### config.mk
export PLATFORM = sky130hd
export DESIGN_NAME = bin_to_bcd
export DESIGN_NICKNAME = d
export VERILOG_FILES = /design/src/rtl/bin_to_bcd_pkg.sv /design/src/rtl/bcd_digit_adj.sv /design/src/rtl/bin_to_bcd.sv
export SDC_FILE = /design/constraint.sdc
export NUM_CORES = 1
export LEC_CHECK = 0
export CORE_ASPECT_RATIO = 1.25
export CORE_MARGIN = 2
export CORE_UTILIZATION = 49
export DETAILED_ROUTE_END_ITERATION = 7
export PLACE_DENSITY = 0.73
export SYNTH_ARGS = -nofsm -noshare
export SYNTH_HDL_FRONTEND = slang
export SYNTH_SLANG_ARGS = --single-unit
### constraint.sdc
create_clock -name sys_clk -period 1.7 [get_ports sys_clk]
set_clock_uncertainty 0.05 [all_clocks]
set_input_delay 0.17 -clock sys_clk [delete_from_list [all_inputs] [get_ports sys_clk]]
set_output_delay 0.17 -clock sys_clk [all_outputs]
set_load 0.01 [all_outputs]
### src/rtl/bin_to_bcd_pkg.sv
// Shared constants and state encoding for the sequential binary-to-BCD converter.
// The clamp limit and saturation word are the six-digit display's largest value.
package bin_to_bcd_pkg;

  localparam int BCD_BIN_W = 20;
  localparam int CNT_W     = $clog2(BCD_BIN_W);

  localparam logic [19:0] BCD_MAX = 20'd999999;
  localparam logic [23:0] BCD_SAT = 24'h999999;

  typedef enum logic [1:0] {
    IDLE  = 2'd0,
    SHIFT = 2'd1,
    DONE  = 2'd2
  } state_t;

endpackage

### src/rtl/bcd_digit_adj.sv
// Double-dabble digit correction: a BCD digit of 5 or more gets 3 added so that
// the following left shift carries correctly into the next decimal digit.
module bcd_digit_adj (
  input  logic [3:0] digit_in,
  output logic [3:0] digit_out
);

  assign digit_out = (digit_in >= 4'd5) ? digit_in + 4'd3 : digit_in;

endmodule

### src/rtl/bin_to_bcd.sv
// Iterative shift-and-add-3 binary-to-BCD converter feeding the seven-segment
// display driver; bcd_out only updates on entry to DONE so the display never tears.
module bin_to_bcd
  import bin_to_bcd_pkg::*;
#(
  parameter int BIN_W  = 20,
  parameter int DIGITS = 6
) (
  input  logic                  sys_clk,
  input  logic                  sys_rst_n,
  input  logic [BIN_W-1:0]      bin_in,
  input  logic                  start,
  output logic                  busy,
  output logic                  done,
  output logic [4*DIGITS-1:0]   bcd_out,
  output logic                  overflow
);

  state_t state;
  state_t state_next;

  logic [CNT_W-1:0]    cnt;
  logic [BIN_W-1:0]    bin_sr;
  logic [4*DIGITS-1:0] acc;
  logic                ovf;

  logic [4*DIGITS-1:0] adj;
  logic [4*DIGITS-1:0] acc_shift;
  logic [BIN_W-1:0]    bin_shift;

  for (genvar d = 0; d < DIGITS; d++) begin : g_adj
    bcd_digit_adj u_adj (
      .digit_in  (acc[4*d +: 4]),
      .digit_out (adj[4*d +: 4])
    );
  end

  // The binary MSB shifts into the corrected accumulator's LSB each iteration.
  always_comb begin
    {acc_shift, bin_shift} = {adj, bin_sr} << 1;
  end

  always_ff @(posedge sys_clk) begin
    if (!sys_rst_n) state <= IDLE;
    else            state <= state_next;
  end

  always_comb begin
    state_next = state;
    case (state)
      IDLE:    if (start) state_next = SHIFT;
      SHIFT:   if (cnt == '0) state_next = DONE;
      DONE:    state_next = IDLE;
      default: state_next = IDLE;
    endcase
  end

  always_comb begin
    busy = 1'b0;
    done = 1'b0;
    if (state != IDLE) busy = 1'b1;
    if (state == DONE) done = 1'b1;
  end

  // Clamping at capture keeps digit 5 below 10, so no carry can leave the accumulator.
  always_ff @(posedge sys_clk) begin
    if (!sys_rst_n) begin
      cnt      <= '0;
      bin_sr   <= '0;
      acc      <= '0;
      ovf      <= 1'b0;
      bcd_out  <= '0;
      overflow <= 1'b0;
    end else begin
      case (state)
        IDLE: begin
          if (start) begin
            bin_sr <= (bin_in > BCD_MAX) ? BCD_MAX : bin_in;
            ovf    <= (bin_in > BCD_MAX);
            acc    <= '0;
            cnt    <= CNT_W'(BIN_W - 1);
          end
        end
        SHIFT: begin
          acc    <= acc_shift;
          bin_sr <= bin_shift;
          cnt    <= cnt - CNT_W'(1);
          if (cnt == '0) begin
            bcd_out  <= acc_shift;
            overflow <= ovf;
          end
        end
        default: ;
      endcase
    end
  end

endmodule

==> metrics.txt, run 1 <==
Synth area leader=dfxtp_1; DRT Pass-1 Iters=5; Mapped Cells=431; Max VDD drop=0.5516 mV; CP arrival=1440 ps; type of origin of the critical path=flop; final setup vio count=0; Final Cell Area=4851 um^2; Setup crit end kind=output pin; Initial DRC Count=130; final wirelength=9376 um; All-Layer GR Usage=0.2405; syn_nets=468; CTS tree=built; CP Data Required Time=1480 ps; Yosys Warn Count=0; synthesized cell area=3647 um^2; clock buffer depth=2; Vias/cell=5.768; largest fanout on the critical path=16; Core Rows=35; vias in the first global route=3360; Wirelength per Cell=15.42 um; Die Area=8154 um^2; Root Driver=clkbuf_8; CTS hold repair buffers=0; core area=7313 um^2; later-pin clock latency in the skew report=350 ps; fin nets=548; initial antenna violation count=0; Die W=81.17 um; GPL Wtd Cong=0.8478; run status=complete, no violations; power per cell area=876.3 nW/um^2; register bit total from synthesis=77; CTS buffer count=9; Area growth syn-to-layout=33.00%; Least-Margin Pin Slew=484.7 ps; Final Cycle Share=0.9788; type of the worst setup path=flop to output pin; syn avg cell area=8.462 um^2; proportion of layout cells with a drive suffix above 1=0.1880; Post-route DRC=0; Slew Viols, Final=0; min cycle time layout=1664 ps; largest net degree at the start of global routing=33; Clock H-tree levels=3; global route overflow=0; I/O Pins=50; DRT antenna net count=0; Leak=0.001802 uW; die span in y=100.5 um; Placed Area=4571 um^2; number of port buffers=49; placed insts=591; Initial Util=0.4987; Total Power=4251 uW; Synth top area share=0.4226; post-route insts no fill=608; ANT cells=0; sequential share of the synthesized area=0.4226; Clk pin slew, worst setup/hold paths=90 ps; via count=3507; post-synthesis cell type count=42; Hold Vio Cnt, Final=0; post-DP HPWL=6390 um; relative max-transition margin=0.6765; main area contributors after synthesis=dfxtp_1 (42%), a21oi_1 (5.8%), ha_1 (4.8%), nor2_1 (4.5%), o21ai_0 (4.1%); first-pass GRT wire length=15350 um; clock tree sinks=77; min-delay worst type=primary input to flop; # fillers=592; FMAX=601.0 MHz; max cap viols=0
-- what timing repair did --
item                                    4_1_cts  5_1_grt
endpoints found under the hold margin         0        0
resized for setup                             6       16
setup buffers                                 0        1
pin swaps                                     0        2
endpoints found under the setup margin       27       32
-- synth_stat cells --
master    instances
nand2b_1          8
or3_1             1
o21ai_0          30
a21oi_1          42
nand3b_1          2
mux2i_1           2
buf_4             1
o21a_1            1
dfxtp_1          77
mux2_2            8
nor2_1           44
nand3_1          16
nor3b_2           1
or3b_1            1
or4_4             1
ha_1             14
nor3_1            8
buf_1             2
nand2_1          30
nor4_1            1
xnor2_1           6
a211oi_1         11
o221ai_1          6
nor2b_1          12
o41a_1            1
a21boi_2          1
a311oi_1          1
nor3b_1          11
a21o_1            1
o21bai_1          1
o22ai_1          12
inv_1            16
nand4_1          11
a222oi_1          8
buf_2             4
and2_1            7
o221a_2           5
clkbuf_1         22
nor4b_1           1
and4_1            1
o211ai_4          1
or2_2             2
-- path summary, 6_finish.rpt --
kind                                               start                       end  slack [ps]  cells after the start
worst max-delay path               state[1]$_SDFFE_PN0P_                      busy          40                      3
worst min-delay path                          bin_in[10]   bin_sr[10]$_SDFFE_PN0P_         110                      3
worst max register to register       acc[5]$_SDFFE_PN0P_   bcd_out[6]$_SDFFE_PN0P_          70                      6
worst min register to register  bcd_out[21]$_SDFFE_PN0P_  bcd_out[21]$_SDFFE_PN0P_         420                      2
-- power by group --
group          switching (uW)  internal (uW)  total, uW
clock network             668            821       1490
logic                     389            402        791
registers                66.0           1900       1970
total                    1120           3130       4250
-- placed cells by master (no fill, tap or decap), drive strengths merged, types with 12 or more instances in the layout --
cell type,Yosys,layout
dfxtp,77,77
buf,7,49
clkdlybuf4s50,0,46
nor2,44,44
a21oi,42,42
nand2,30,30
o21ai,30,30
inv,16,16
nand3,16,16
ha,14,14
nor2b,12,12
o22ai,12,12
nor3b,12,12
-- state kept, by name, indices dropped and copies added (netlist names) --
signal    flops
acc          24
bcd_out      24
bin_sr       20
cnt           5
state         2
overflow      1
ovf           1
-- worst max-delay path, cell delays in order, from the launching register on --
cell and delay, ps:
dfxtp_4 380, buf_12 150, or2_2 280, dlygate4sd2_1 280
-- cell families (layout without fill, tap and decap cells) --
family,Yosys count,count (layout),share of synthesized area
and+or+nand+nor,158,158,0.2216
AOI/OAI and AO/OA,121,121,0.2144
DFF,77,77,0.4226
buffers and inverters,45,130,0.04872
adders and majority gates,14,14,0.04803
muxes,10,10,0.03019
xor gates and xnor gates,6,6,0.01441
-- area by class of cell --
class,count,area (um^2),share of cell area
flip-flops and latches,77,1548,0.3191
clock inverters,5,75.07,0.01548
clock buffers,11,131.4,0.02708
multi-input cells,309,1984,0.4091
inverters,16,60.06,0.01238
well taps,92,115.1,0.02373
repair buffers,98,937.1,0.1932
-- per-stage QoR --
stage | setup TNS, ps | setup WS (ps) | util | hold slack, ps
finish | 0 | 36.03 | 0.6633 | 105.8
global route | -139.4 | -72.47 | 0.6633 | 108.3
CTS | 0 | 20.67 | 0.6546 | 410.9
detailed placement | -4230 | -340.8 | 0.6250 | 405.4
global placement | -3530 | -305.0 | 0.6250 | 409.1
floorplan | 0 | 76.94 | - | 266.1
-- metal layers --
| metal | global-route usage | share of wire | vias to the layer above |
|---|---|---|---|
| met5 | 0 | 0 | - |
| met4 | 0.09909 | 0.015 | 0 |
| met3 | 0.03853 | 0.054 | 11 |
| met2 | 0.4170 | 0.50 | 120 |
| met1 | 0.2926 | 0.43 | 1663 |
| li1 | - | - | 1713 |
Note: power is estimated with default switching activity, not from simulation.
==> run 2, diff against run 1 <==
--- a/config.mk
+++ b/config.mk
@@ -5,6 +5,7 @@
 export SDC_FILE = /design/constraint.sdc
 export NUM_CORES = 1
 export LEC_CHECK = 0
+export ABC_CLOCK_PERIOD_IN_PS = 1700
 export CORE_ASPECT_RATIO = 1.25
 export CORE_MARGIN = 2
 export CORE_UTILIZATION = 49
==> results of run 2 <==
Final layout, timing and power as in run 1 (identical DEF).
==> run 3, diff against run 2 <==
--- a/config.mk
+++ b/config.mk
@@ -7,7 +7,6 @@
 export LEC_CHECK = 0
 export ABC_CLOCK_PERIOD_IN_PS = 1700
 export CORE_ASPECT_RATIO = 1.25
-export CORE_MARGIN = 2
 export CORE_UTILIZATION = 49
 export DETAILED_ROUTE_END_ITERATION = 7
 export PLACE_DENSITY = 0.73
==> run 3 against run 2 <==
- sequential cell count unchanged
- hold slack better by 290 ps
- die area down 4.4%
- clock-buffer cell count down 1
- sequential power about the same
- utilization up 1.9 points
- critical path depth unchanged
- highest routed layer unchanged
==> metrics.txt, run 3 (synthesis gave the netlist of run 1 again) <==
Slew Viols, Final=0 (unchanged); Vias/cell=5.681 (-1.5%); run status=complete, no violations; Die Area=7795 um^2 (-4.4%); FMAX=610.9 MHz (+1.6%); ANT cells=0 (unchanged); register area=1545 um^2 (-0.16%); worst hold path depth=2 (-1); core area=7062 um^2 (-3.4%); Root Driver=clkbuf_8; CTS tree=built; Leak=0.001787 uW (-0.83%); Max VDD drop=0.5379 mV (-2.5%); r2r setup slk=90 ps (+20 ps); die span in y=98.46 um (-2.0%); largest fanout on the critical path=14 (-2); GPL Wtd Cong=0.8360 (-1.4%); M1 WL=3884 um (-4.4%); initial antenna violation count=0 (unchanged); Reg-to-Reg Start=acc[1]$_SDFFE_PN0P_; CP Data Required Time=1480 ps (about the same); Area growth syn-to-layout=32.18%; type of the worst setup path=flop to output pin; Hold Vio Cnt, Final=0 (unchanged); clock buffer depth=2 (unchanged); Final Cycle Share=0.9630 (-0.01583); Placed Area=4503 um^2 (-1.5%); reg-to-reg endpoint=bcd_out[2]$_SDFFE_PN0P_; placed insts=587 (-0.68%); post-route insts no fill=605 (-0.49%); CP arrival=1420 ps (-20 ps); setup_tns=0 ps (unchanged); Hold EP=bin_sr[1]$_SDFFE_PN0P_; global route overflow=0 (unchanged); All-Layer GR Usage=0.2441 (+0.003682); Initial DRC Count=182 (+40%); vias in the first global route=3338 (-0.65%); most common cell after layout, fill and taps aside=dfxtp_1; Clk pin slew, worst setup/hold paths=80 ps (about the same); Die W=79.17 um (-2.5%); DRT antenna net count=0 (unchanged); Least-Margin Pin Slew=302.4 ps (-182.3 ps); DRT Pass-1 Iters=4 (-1); Clock H-tree levels=3 (unchanged); relative max-transition margin=0.7980 (+0.1215); WL met2=4660 um (-0.30%); later-pin clock latency in the skew report=340 ps (about the same); Total Power=4372 uW (+2.9%); Worst Reg-to-Reg Cells=6 (unchanged); first-pass GRT wire length=14960 um (-2.5%); post-DP HPWL=6326 um (-1.0%); min cycle time layout=1637 ps (-26.91 ps); most frequent cells in the layout=dfxtp_1 (74), clkdlybuf4s50_1 (47), nor2_1 (44), buf_4 (44), a21oi_1 (36); min-delay worst type=primary input to flop; via count=3437 (-2.0%); Setup crit end kind=output pin; max cap viols=0 (unchanged); CTS buffer count=9 (unchanged); hold wc startpoint=bin_in[1]; type of origin of the critical path=flop; fin nets=547 (-0.18%); footprint of the multi-input gates=1983 um^2 (about the same); Top Registers=acc (24), bcd_out (24), bin_sr (20); Core Rows=34 (-2.9%); Post-route DRC=0 (unchanged); I/O Pins=50 (unchanged); # fillers=586 (-1.0%); number of port buffers=49 (unchanged); Met3 Wirelength=504 um (+0.40%); crit path from=state[1]$_SDFFE_PN0P_; largest net degree at the start of global routing=25 (-24%); clock tree sinks=77 (unchanged); Wirelength per Cell=15.26 um (-1.1%); top sig layer=met4; power per cell area=906.9 nW/um^2 (+3.5%); Initial Util=0.5165 (+0.01776); proportion of layout cells with a drive suffix above 1=0.1845 (-0.003518); final setup vio count=0 (unchanged); Final Cell Area=4821 um^2 (-0.62%); final wirelength=9230 um (-1.6%)
## run 3: worst max-delay path by stage
stage	to	slack [ps]
CTS	bcd_out[18]$_SDFFE_PN0P_	2
finish	busy	60
global route	bcd_out[20]$_SDFFE_PN0P_	-6
floorplan	bcd_out[10]$_SDFFE_PN0P_	80
global placement	bin_sr[1]$_SDFFE_PN0P_	-250
detailed placement	bin_sr[1]$_SDFFE_PN0P_	-280
## run 3: report_power, final
group          internal (uW)  switching [uW]  leakage, uW
clock                    976             664     0.000116
sequential              1910            71.7     0.000628
combinational            374             381      0.00104
total                   3260            1120      0.00179
## run 3: timing repair
action | in CTS | in global routing
setup buffers | 0 | 2
setup endpoints to repair | 39 | 35
pin swaps | 0 | 5
hold buffers | 0 | 0
resized for setup | 6 | 13
## run 3: worst max-delay path: stages, from the launching register on
cell	delay (ps)
dfxtp_2	350
buf_6	150
or2_2	290
dlygate4sd2_1	280
## run 3: layout make-up
type                            instances  share of cell area
Tap cell                               90             0.02336
Clock buffer                           10             0.02647
Sequential cell                        77              0.3205
Clock inverter                          6             0.02310
Inverter                               16             0.01246
Multi-Input combinational cell        309              0.4114
Timing Repair Buffer                   97              0.1827
## run 3: routing by layer
layer / track usage / vias up
li1: - / 1703
met1: 0.2769 / 1611
met2: 0.4410 / 110
met3: 0.04444 / 13
met4: 0.1035 / 0
met5: 0 / -
## run 3: metrics by stage
step | util | hold slack (ps) | worst slack [ps]
floorplan | - | 266.1 | 76.94
global placement | 0.6377 | 399.3 | -251.4
detailed placement | 0.6377 | 404.2 | -275.7
CTS | 0.6729 | 394.8 | 1.958
global route | 0.6827 | 400.6 | -5.950
finish | 0.6827 | 399.7 | 62.94
